[config.mk]
export PLATFORM = sky130hd
export DESIGN_NAME = uart_rx_async_flat
export DESIGN_NICKNAME = d
export VERILOG_FILES = /design/src/rtl/uart_rx_async_if.sv /design/src/rtl/uart_rx_async.sv /design/src/flat_wrapper.sv
export SDC_FILE = /design/constraint.sdc
export NUM_CORES = 1
export LEC_CHECK = 0
export CAP_MARGIN = 20
export CORE_MARGIN = 5
export CORE_UTILIZATION = 50
export CTS_CLUSTER_DIAMETER = 150
export DETAILED_ROUTE_END_ITERATION = 8
export PLACE_DENSITY = 0.84
export SLEW_MARGIN = 30
export SYNTH_ARGS = -nofsm -noshare
export SYNTH_HDL_FRONTEND = slang
export SYNTH_SLANG_ARGS = --single-unit
[constraint.sdc]
create_clock -name clk -period 2.6 [get_ports clk]
set_clock_uncertainty 0.1 [all_clocks]
set_input_delay 0.65 -clock clk [delete_from_list [all_inputs] [get_ports clk]]
set_output_delay 0.65 -clock clk [all_outputs]
set_load 0.02 [all_outputs]
[src/rtl/uart_rx_async_if.sv]
// uart_rx_async_if
// Host-side bus of the UART receiver: the delivered byte, its status flags,
// the FIFO write strobe, and the CPU pulses that acknowledge/clear them.
//   rx_byte             receiver -> host   last received byte
//   receive_full        receiver -> host   byte waiting in the holding register
//   overflow            receiver -> host   sticky: a byte was lost
//   parity_err          receiver -> host   sticky: parity mismatch
//   framing_error       receiver -> host   sticky: stop bit sampled 0
//   fifo_write          receiver -> host   active-low one-clk RX FIFO write strobe
//   read_rx_byte        host -> receiver   clears receive_full and overflow
//   clear_parity        host -> receiver   clears parity_err
//   clear_framing_error host -> receiver   clears framing_error
//   fifo_full           host -> receiver   RX FIFO cannot accept a write
interface uart_rx_async_if;
   logic [7:0] rx_byte;
   logic       receive_full;
   logic       overflow;
   logic       parity_err;
   logic       framing_error;
   logic       fifo_write;
   logic       read_rx_byte;
   logic       clear_parity;
   logic       clear_framing_error;
   logic       fifo_full;

   modport master (
      input  rx_byte, receive_full, overflow, parity_err, framing_error, fifo_write,
      output read_rx_byte, clear_parity, clear_framing_error, fifo_full
   );

   modport slave (
      output rx_byte, receive_full, overflow, parity_err, framing_error, fifo_write,
      input  read_rx_byte, clear_parity, clear_framing_error, fifo_full
   );
endinterface

[src/rtl/uart_rx_async.sv]
// uart_rx_async
// Asynchronous UART receiver. Oversamples rx at 16x baud (baud_clock enable),
// qualifies the start bit at its centre, shifts in 7 or 8 data bits LSB-first,
// optionally checks parity, checks the stop bit and delivers the byte either
// to a holding register (RX_FIFO = 0) or as a write strobe to an RX FIFO.
// Ports:
//   clk, reset_n       system clock, asynchronous active-low reset
//   baud_clock         one-clk enable at 16x the baud rate
//   rx                 serial input, asynchronous to clk
//   bit8               1 = 8 data bits, 0 = 7 data bits
//   parity_en          1 = parity bit follows the data bits
//   odd_n_even         1 = odd parity, 0 = even parity
//   host               host-side bus (byte, flags, FIFO strobe, clears)
module uart_rx_async #(
   parameter int RX_FIFO = 0
) (
   input  logic            clk,
   input  logic            reset_n,
   input  logic            baud_clock,
   input  logic            rx,
   input  logic            bit8,
   input  logic            parity_en,
   input  logic            odd_n_even,
   uart_rx_async_if.slave  host
);

   typedef enum logic [1:0] {
      rx_idle,
      rx_data,
      rx_parity,
      rx_stop
   } rx_state_t;

   rx_state_t  state_q, state_d;
   logic       rx_meta_q, rx_meta_d;
   logic       rx_s_q, rx_s_d;
   logic [3:0] sample_cnt_q, sample_cnt_d;
   logic [3:0] bit_cnt_q, bit_cnt_d;
   logic [7:0] shift_q, shift_d;
   logic       parity_acc_q, parity_acc_d;
   logic       parity_bad_q, parity_bad_d;
   logic [7:0] rx_byte_q, rx_byte_d;
   logic       receive_full_q, receive_full_d;
   logic       overflow_q, overflow_d;
   logic       parity_err_q, parity_err_d;
   logic       framing_error_q, framing_error_d;
   logic       fifo_write_q, fifo_write_d;

   logic       complete;
   logic [3:0] last_bit;
   logic [7:0] frame_byte;

   assign last_bit   = bit8 ? 4'd7 : 4'd6;
   // In 7-bit mode the data sits in shift[7:1] after seven right shifts.
   assign frame_byte = bit8 ? shift_q : {1'b0, shift_q[7:1]};

   always_ff @(posedge clk or negedge reset_n) begin
      if (!reset_n) begin
         state_q         <= rx_idle;
         rx_meta_q       <= 1'b1;
         rx_s_q          <= 1'b1;
         sample_cnt_q    <= '0;
         bit_cnt_q       <= '0;
         shift_q         <= '0;
         parity_acc_q    <= 1'b0;
         parity_bad_q    <= 1'b0;
         rx_byte_q       <= '0;
         receive_full_q  <= 1'b0;
         overflow_q      <= 1'b0;
         parity_err_q    <= 1'b0;
         framing_error_q <= 1'b0;
         fifo_write_q    <= 1'b1;
      end else begin
         state_q         <= state_d;
         rx_meta_q       <= rx_meta_d;
         rx_s_q          <= rx_s_d;
         sample_cnt_q    <= sample_cnt_d;
         bit_cnt_q       <= bit_cnt_d;
         shift_q         <= shift_d;
         parity_acc_q    <= parity_acc_d;
         parity_bad_q    <= parity_bad_d;
         rx_byte_q       <= rx_byte_d;
         receive_full_q  <= receive_full_d;
         overflow_q      <= overflow_d;
         parity_err_q    <= parity_err_d;
         framing_error_q <= framing_error_d;
         fifo_write_q    <= fifo_write_d;
      end
   end

   // Frame sequencing. Entering rx_data happens at the start-bit centre, so
   // every following 16-pulse wrap lands on the centre of the next bit.
   always_comb begin
      state_d      = state_q;
      rx_meta_d    = rx;
      rx_s_d       = rx_meta_q;
      sample_cnt_d = sample_cnt_q;
      bit_cnt_d    = bit_cnt_q;
      shift_d      = shift_q;
      parity_acc_d = parity_acc_q;
      parity_bad_d = parity_bad_q;
      complete     = 1'b0;

      case (state_q)
         rx_idle: begin
            // A line that returns high before the start centre is a glitch.
            if (rx_s_q) begin
               sample_cnt_d = '0;
            end else if (baud_clock) begin
               if (sample_cnt_q == 4'd7) begin
                  state_d      = rx_data;
                  sample_cnt_d = '0;
                  bit_cnt_d    = '0;
                  shift_d      = '0;
                  parity_acc_d = 1'b0;
                  parity_bad_d = 1'b0;
               end else begin
                  sample_cnt_d = sample_cnt_q + 4'd1;
               end
            end
         end
         rx_data: begin
            if (baud_clock) begin
               sample_cnt_d = sample_cnt_q + 4'd1;
               if (sample_cnt_q == 4'd15) begin
                  shift_d      = {rx_s_q, shift_q[7:1]};
                  parity_acc_d = parity_acc_q ^ rx_s_q;
                  bit_cnt_d    = bit_cnt_q + 4'd1;
                  if (bit_cnt_q == last_bit) begin
                     state_d = parity_en ? rx_parity : rx_stop;
                  end
               end
            end
         end
         rx_parity: begin
            if (baud_clock) begin
               sample_cnt_d = sample_cnt_q + 4'd1;
               if (sample_cnt_q == 4'd15) begin
                  parity_bad_d = rx_s_q ^ odd_n_even ^ parity_acc_q;
                  state_d      = rx_stop;
               end
            end
         end
         rx_stop: begin
            // Back to idle at the stop centre so the next start edge can be
            // tracked during the second half of the stop bit.
            if (baud_clock) begin
               sample_cnt_d = sample_cnt_q + 4'd1;
               if (sample_cnt_q == 4'd15) begin
                  complete = 1'b1;
                  state_d  = rx_idle;
               end
            end
         end
         default: state_d = rx_idle;
      endcase
   end

   // Delivery and sticky flags. Clears are applied first so a completion on
   // the same clk wins; a read on the completion clk still forgives overflow.
   always_comb begin
      rx_byte_d       = rx_byte_q;
      receive_full_d  = receive_full_q;
      overflow_d      = overflow_q;
      parity_err_d    = parity_err_q;
      framing_error_d = framing_error_q;
      fifo_write_d    = 1'b1;

      if (host.read_rx_byte) begin
         receive_full_d = 1'b0;
         overflow_d     = 1'b0;
      end
      if (host.clear_parity) begin
         parity_err_d = 1'b0;
      end
      if (host.clear_framing_error) begin
         framing_error_d = 1'b0;
      end

      if (complete) begin
         rx_byte_d = frame_byte;
         if (parity_bad_q) begin
            parity_err_d = 1'b1;
         end
         if (!rx_s_q) begin
            framing_error_d = 1'b1;
         end
         if (RX_FIFO != 0) begin
            if (host.fifo_full) begin
               overflow_d = 1'b1;
            end else begin
               fifo_write_d = 1'b0;
            end
         end else begin
            receive_full_d = 1'b1;
            if (receive_full_q && !host.read_rx_byte) begin
               overflow_d = 1'b1;
            end
         end
      end
   end

   assign host.rx_byte       = rx_byte_q;
   assign host.receive_full  = receive_full_q;
   assign host.overflow      = overflow_q;
   assign host.parity_err    = parity_err_q;
   assign host.framing_error = framing_error_q;
   assign host.fifo_write    = fifo_write_q;

endmodule
[src/flat_wrapper.sv]
// flat-port wrapper written by rule: the top's interface ports become plain ports
module uart_rx_async_flat 
#(
   parameter int RX_FIFO = 0
)
  (clk, reset_n, baud_clock, rx, bit8, parity_en, odd_n_even, host_rx_byte, host_receive_full, host_overflow, host_parity_err, host_framing_error, host_fifo_write, host_read_rx_byte, host_clear_parity, host_clear_framing_error, host_fifo_full);
  uart_rx_async_if host_i ();
  input  logic clk;
  input  logic reset_n;
  input  logic baud_clock;
  input  logic rx;
  input  logic bit8;
  input  logic parity_en;
  input  logic odd_n_even;
  output wire logic [$bits(host_i.rx_byte)-1:0] host_rx_byte;
  output wire logic [$bits(host_i.receive_full)-1:0] host_receive_full;
  output wire logic [$bits(host_i.overflow)-1:0] host_overflow;
  output wire logic [$bits(host_i.parity_err)-1:0] host_parity_err;
  output wire logic [$bits(host_i.framing_error)-1:0] host_framing_error;
  output wire logic [$bits(host_i.fifo_write)-1:0] host_fifo_write;
  input wire logic [$bits(host_i.read_rx_byte)-1:0] host_read_rx_byte;
  input wire logic [$bits(host_i.clear_parity)-1:0] host_clear_parity;
  input wire logic [$bits(host_i.clear_framing_error)-1:0] host_clear_framing_error;
  input wire logic [$bits(host_i.fifo_full)-1:0] host_fifo_full;
  assign host_rx_byte = host_i.rx_byte;
  assign host_receive_full = host_i.receive_full;
  assign host_overflow = host_i.overflow;
  assign host_parity_err = host_i.parity_err;
  assign host_framing_error = host_i.framing_error;
  assign host_fifo_write = host_i.fifo_write;
  assign host_i.read_rx_byte = host_read_rx_byte;
  assign host_i.clear_parity = host_clear_parity;
  assign host_i.clear_framing_error = host_clear_framing_error;
  assign host_i.fifo_full = host_fifo_full;
  uart_rx_async #(.RX_FIFO(RX_FIFO)) u_core (.clk(clk), .reset_n(reset_n), .baud_clock(baud_clock), .rx(rx), .bit8(bit8), .parity_en(parity_en), .odd_n_even(odd_n_even), .host(host_i));
endmodule
Word level (Yosys, flattened, before mapping):

Cells that the tools add are included.

* equal/unequal tests: 18
* muxes and demuxes: 54
* bitwise operators: 3
* $add $sub $neg: 2
* reduce and logical (&&, ||, !) cells: 11

Operators by type and width (count)
* 2-to-1 mux 8 bit: 6
* 2-to-1 mux 4 bit: 9
* 2-to-1 mux 1 bit: 23
* 2-to-1 mux 2 bit: 10
* case mux 4 bit (2 select lines): 2
* case mux 8 bit (2 select lines): 1
* inequality test 2 x 1 -> 1 bit (second input constant): 6
* AND reduction 6 bit: 2
* inequality test 2 bit (second input constant): 5
* AND reduction 10 bit: 1
* adder 4 x 1 -> 4 bit (second input constant): 2
* case mux 2 bit (4 select lines): 1
* nonzero test 2 bit: 3
* == test 2 bit (second input constant): 2
* == test 4 x 3 -> 1 bit (second input constant): 1
* == test 4 bit: 1
* == test 4 bit (second input constant): 1
* case mux 1 bit (2 select lines): 2
* inequality test 3 x 2 -> 1 bit (second input constant): 1
* OR reduction 3 bit: 1
* bitwise XOR 1 bit: 3
* == test 2 x 1 -> 1 bit (second input constant): 1
* zero test 2 bit: 1
* AND reduction 2 bit: 1
* other kinds (2): 2

* bits in registers: 34
* input port bits: 11

Longest topological paths before layout:

Gate-level depths: netlist (run 1).

* depth after elaboration: 6
* depth in mapped cells: 8

Worst setup path before layout (run 1):

Ideal clock, no wire load.

* path kind: flip-flop to flip-flop
* start: register u_core.state_q[0]
* end: register u_core.state_q[1]
* cell stages (with the launch flop): 8
* path slack: 0.745 ns
* clock period less this slack: 1.855 ns
* arrival time: 1.630 ns
* setup time: 0.125 ns
* cell sequence: dfrtp_1 > inv_1 > ha_1 > buf_2 > a21boi_0 > a2bb2oi_1 > nand3_1 > mux2_4

* cells in the longest elaborated chain, start to end: 3
* elaborated cells on any way between the ends: 16
* classes of those cells: eq/ne: 13; mux: 1; reduce/logical: 2

RTL lines
* start: declaration: line uart_rx_async.sv:34 `rx_state_t state_q, state_d;`
* start signal: assignment: line uart_rx_async.sv:59 `state_q <= rx_idle;`
* start signal: assignment: line uart_rx_async.sv:74 `state_q <= state_d;`
* == test 2 bit (tied with other cells): line uart_rx_async.sv:104 `case (state_q)`
* inequality test 2 x 1 -> 1 bit (no source line) / inequality test 2 bit (equally long branches)
* AND reduction 10 bit (no source line)

Parallel ways exist; a longest one is shown, timed or not.
A chain may end at the register's enable or synchronous reset.

Worst setup path in the final report (run 1):

* start: register u_core.state_q[1]
* end: register u_core.state_q[1]

The elaborated chain is that of the path after synthesis.

==> flow_metrics.env, run 1 <==
export IMPL_max_vdd_ir_drop_mv=0.313
export IMPL_antennaDiodeCount=0
export IMPL_drtAntennaViolNets=0
export IMPL_grt_pass1_wl_mm=5.53
export IMPL_final_setup_viol_count=0
export IMPL_synthTopCellsByArea="dfrtp_1, nand2_1, ha_1"
export IMPL_synthesis_area_sq_um=1770
export IMPL_ys_ff_latch=34
export IMPL_worst_slack_ps=491
export IMPL_crit_path_cell_trace="inv_1 > ha_1 > nor3_1 > a2bb2oi_1 > nand3_1 > mux2_4"
export IMPL_critical_path_max_fanout=14
export IMPL_cp_start_kind="flip-flop"
export IMPL_fill_cells=273
export IMPL_final_cell_mix="dfrtp_1, nand2_1, clkdlybuf4s50_1, o21ai_0"
export IMPL_timing_fmax_ghz=0.474
export IMPL_drtIter0Drc=87
export IMPL_crit_path_top_delay_cell="dfrtp_1"
export IMPL_synth_area_leader_cell="dfrtp_1"
export IMPL_leakagePower_nw=0.921
export IMPL_ys_seq_area_share_pct=48.1
export IMPL_slowest_delay_ps=430
export IMPL_antenna_found_initial=0
export IMPL_synthCells=172
export IMPL_cts_root_buf="clkbuf_4"
export IMPL_fp_row_count=21
export IMPL_cts_buffer_depth=2
export IMPL_worst_path_buf_inv=1
export IMPL_status="finished clean"
export IMPL_r2r_worst_path_cells=6
export IMPL_fin_crit_sh_pct=81.1
export IMPL_yosysTopAreaCellShare_pct=45.2
export IMPL_area_growth_syn_to_layout_pct=16.9
export IMPL_drive_above_1_share_pct=10.8
export IMPL_synth_ff_type="dfrtp_1"
export IMPL_fin_nets=212
export IMPL_drc_errors=0
export IMPL_multi_input_area_sq_um=817
export IMPL_wl_per_cell_microns=13.0
export IMPL_avgSynthCellArea_sq_um=10.3
export IMPL_grt_pass1_vias=1243
export IMPL_critical_path_class="flip-flop to flip-flop"
export IMPL_critPathTopFamily="flip-flops"
export IMPL_cp_arrival_ps=2230
export IMPL_grt_max_degree=35
export IMPL_worst_pin_slew_ps=574
export IMPL_seqCellArea_sq_um=853
export IMPL_via_per_inst=5.30
export IMPL_die_h_microns=69.5
export IMPL_synthArstFlopShare_pct=100
export IMPL_grt_use_total_pct=14.3
export IMPL_finalCriticalPeriod_ps=2110
export IMPL_dpl_worst_slack_ps=252
export IMPL_slew_violations=0
export IMPL_io_pin_count=24
export IMPL_vias=1272
export IMPL_mostFrequentLayoutCell="dfrtp_1"
export IMPL_slew_headroom_pct=61.7
export IMPL_tns_ps=0
export IMPL_synth_edf_count=0
export IMPL_cts_inserted_buffers=5
export IMPL_die_area_sq_um=4840
export IMPL_gp_congestion=0.887
export IMPL_dp_hpwl_mm=2.25
export IMPL_tritoncts="done"
export IMPL_ctsResizeCount=0
export IMPL_cp_end_kind="flip-flop"
export IMPL_power_density_nw_per_um2=736
export IMPL_drv_cap=0
export IMPL_finalHoldViolCount=0
export IMPL_core_sq_um=3390
export IMPL_htree_levels=2
export IMPL_synth_cell_types=45
export IMPL_clkTransAtPathRegs_ps=90
export IMPL_die_w_microns=69.5
export IMPL_cp_depth=6
export IMPL_ys_warnings_count=0
export IMPL_drtPass1Iterations=4
export IMPL_hold_path_class="flip-flop to flip-flop"
export IMPL_rsz0062_at_grt="no"
export IMPL_start_util_pct=52.3
export IMPL_cts_sinks=34
export IMPL_io_buffers=21
export IMPL_grt_ovfl_total=0
export IMPL_hold_depth=0
export IMPL_whs_ps=262
export IMPL_synthesis_nets=190
export IMPL_routed_wl_mm=3.13
export IMPL_postCtsHoldBufs=0
export IMPL_clkLatencyLatePin_ps=340
export IMPL_postCtsSetupBuffers=0
export IMPL_crit_required_ps=2720
[path summary, 6_finish.rpt]
kind	from	slack, ps	endpoint
max	u_core.state_q[1]	490	u_core.state_q[1]
min	u_core.rx_meta_q	260	u_core.rx_s_q
max reg2reg	u_core.state_q[1]	490	u_core.state_q[1]
min reg2reg	u_core.rx_meta_q	260	u_core.rx_s_q
max in group asynchronous	reset_n	1460	u_core.rx_s_q
min in group asynchronous	reset_n	590	u_core.shift_q[1]
[layer usage]
metal  GRT usage [%]  wire, microns  up-vias
met3            4.20            186        6
met1            17.9           1420      586
li1                -              -      636
met4            7.16             76        0
met2            22.4           1440       44
met5               0              0        -
[sequential cells by signal (all words and copies together), names as in the netlist, 2 cells and up]
signal and cells:
u_core.bit_cnt_q 4, u_core.host.rx_byte 8, u_core.sample_cnt_q 4, u_core.shift_q 8, u_core.state_q 2
[stage by stage]
step	std cells	util [%]	cell area (sq um)	power, W
3_5_place_dp	233	58.7	1990	0.00113
4_1_cts	240	61.1	2070	0.00153
6_report	240	61.1	2070	0.00153
2_1_floorplan	172	-	1770	0.00104
5_1_grt	240	61.1	2070	0.00162
3_3_place_gp	233	58.7	1990	0.00112
[power by group]
part	total (W)	switching, W	internal (W)
Clock	0.000396	0.000172	0.000224
Sequential	0.000643	0.0000598	0.000583
Combinational	0.000487	0.000265	0.000222
[layout make-up]
cell class	instances	area share (%)
Timing Repair Buffer	24	11.2
Clock buffer	6	2.48
Clock inverter	1	1.45
Sequential cell	34	41.2
Tap cell	46	2.78
Inverter	8	1.45
Multi-Input combinational cell	121	39.4
[cell families after synthesis]
kind of cell	Yosys count	synth area share (%)
fa+ha+maj	7	4.94
xor+xnor	6	2.96
flops	34	48.1
buf+inv	17	5.79
simple gates	56	16.0
other cells	1	0.212
mux	11	6.85
compound gates	40	15.1
[cell usage after synthesis, types with 3 or more instances]
master / number
a21oi_1: 3
and3_1: 3
buf_2: 4
buf_6: 4
dfrtp_1: 32
ha_1: 7
inv_1: 8
mux2i_1: 8
nand2_1: 30
nand3_1: 4
nor2_1: 4
nor3_1: 3
o21ai_0: 13
o21ai_1: 6
xor2_1: 4
(Power assumes the default switching activity.)
==> run 2, diff against run 1 <==
Clock period 2.6 ns to 2.2 ns, I/O delays scaled along.
==> flow_metrics.env, run 2 (synthesis results as in run 1) <==
export IMPL_status="finished clean"
export IMPL_finalHoldViolCount=0
export IMPL_critical_path_max_fanout=19
export IMPL_grt_pass1_wl_mm=5.35
export IMPL_combPwrFrac_pct=35.9
export IMPL_cts_sinks=34
export IMPL_final_setup_viol_count=0
export IMPL_antenna_found_initial=0
export IMPL_drive_above_1_share_pct=13.5
export IMPL_vias=1340
export IMPL_start_util_pct=52.3
export IMPL_crit_required_ps=2310
export IMPL_whs_ps=267
export IMPL_drtPass1Iterations=4
export IMPL_tritoncts="done"
export IMPL_via_per_inst=5.45
export IMPL_final_cell_mix="dfrtp_1, nand2_1, clkdlybuf4s50_1, o21ai_0"
export IMPL_fin_crit_sh_pct=93.1
export IMPL_cp_arrival_ps=2160
export IMPL_grt_use_total_pct=13.9
export IMPL_mostFrequentLayoutCell="dfrtp_1"
export IMPL_fp_row_count=21
export IMPL_drtIter0Drc=104
export IMPL_gp_congestion=0.879
export IMPL_rsz0062_at_grt="no"
export IMPL_p_sw_share_pct=34.6
export IMPL_p_int_w=0.00115
export IMPL_slew_violations=0
export IMPL_dp_cells=237
export IMPL_cp_end_kind="flip-flop"
export IMPL_critical_path_class="flip-flop to flip-flop"
export IMPL_cts_root_buf="clkbuf_4"
export IMPL_leakagePower_nw=0.935
export IMPL_timing_fmax_ghz=0.488
export IMPL_drv_cap=0
export IMPL_p_clk_share_pct=20.8
export IMPL_io_pin_count=24
export IMPL_dp_hpwl_mm=2.27
export IMPL_cp_start_kind="flip-flop"
export IMPL_cts_buffer_depth=2
export IMPL_die_h_microns=69.5
export IMPL_postCtsHoldBufs=0
export IMPL_power_w=0.00176
export IMPL_final_cells=246
export IMPL_grt_ovfl_total=0
export IMPL_grt_max_degree=35
export IMPL_routed_wl_mm=3.21
export IMPL_fin_nets=217
export IMPL_seq_power_share_pct=43.3
export IMPL_finalCriticalPeriod_ps=2050
export IMPL_cts_inserted_buffers=5
export IMPL_clkTransAtPathRegs_ps=120
export IMPL_io_buffers=21
export IMPL_clkLatencyLatePin_ps=350
export IMPL_drtAntennaViolNets=0
export IMPL_die_area_sq_um=4840
export IMPL_p_sw_w=0.000610
export IMPL_htree_levels=2
export IMPL_hold_path_class="flip-flop to flip-flop"
export IMPL_max_vdd_ir_drop_mv=0.367
export IMPL_power_density_nw_per_um2=843
export IMPL_drc_errors=0
export IMPL_grt_pass1_vias=1183
export IMPL_fill_cells=277
export IMPL_wl_per_cell_microns=13.0
export IMPL_tns_ps=0
export IMPL_core_sq_um=3390
export IMPL_die_w_microns=69.5
export IMPL_area_growth_syn_to_layout_pct=17.9
export IMPL_antennaDiodeCount=0
[run 2: final timing paths]
check,from,to,slack [ps],depth (start not counted)
max,u_core.state_q[0],u_core.shift_q[2],150,5
min,u_core.rx_meta_q,u_core.rx_s_q,270,0
max reg2reg,u_core.state_q[0],u_core.shift_q[2],150,5
min reg2reg,u_core.rx_meta_q,u_core.rx_s_q,270,0
max in group asynchronous,reset_n,u_core.rx_s_q,1150,2
min in group asynchronous,reset_n,u_core.sample_cnt_q[2],490,2
[run 2: power by group through the flow]
| stage | logic (W) | registers [W] | clock network (W) |
|---|---|---|---|
| final | 0.000633 | 0.000763 | 0.000367 |
| after global routing | 0.000693 | 0.000775 | 0.000395 |
| after CTS | 0.000612 | 0.000762 | 0.000371 |
| after detailed placement | 0.000605 | 0.000774 | 0 |
| after global placement | 0.000591 | 0.000770 | 0 |
| after floorplan | 0.000483 | 0.000745 | 0 |
[run 2: through the flow]
stage               util, %  instance area [sq um]  setup WS [ps]
floorplan                 -                   1770            345
global placement       59.6                   2020           61.0
detailed placement     59.6                   2020           43.0
CTS                    61.4                   2080            133
global route           61.7                   2090           16.5
finish                 61.7                   2090            153
[run 2: routing by layer]
metal  share of wire, %  track usage [%]  vias to the layer above
met5                  0                0                        -
met4                2.7             6.51                        0
met3                5.8             4.64                       12
met2                 46             21.6                       44
met1                 46             17.3                      639
li1                   -                -                      645
[run 2: worst max-delay path: stages (launching register included)]
cell and delay [ps]:
dfrtp_1 450, inv_1 150, ha_1 370, and3b_1 290, o21ai_4 370, o21ai_0 160
[run 2: repair_timing]
action | in CTS | in global routing
buffers inserted | 0 | 1
setup endpoints to repair | 0 | 5
resized for setup | 0 | 1
[run 2: area by class of cell]
cell class	count	area, sq um	area share (%)
clock inverter	1	5.00	0.239
sequential	34	853	40.8
multi-input combinational	121	820	39.2
clock buffer	7	55.1	2.63
inverter	8	30.0	1.44
timing repair buffer	29	270	12.9
tap	46	57.6	2.75
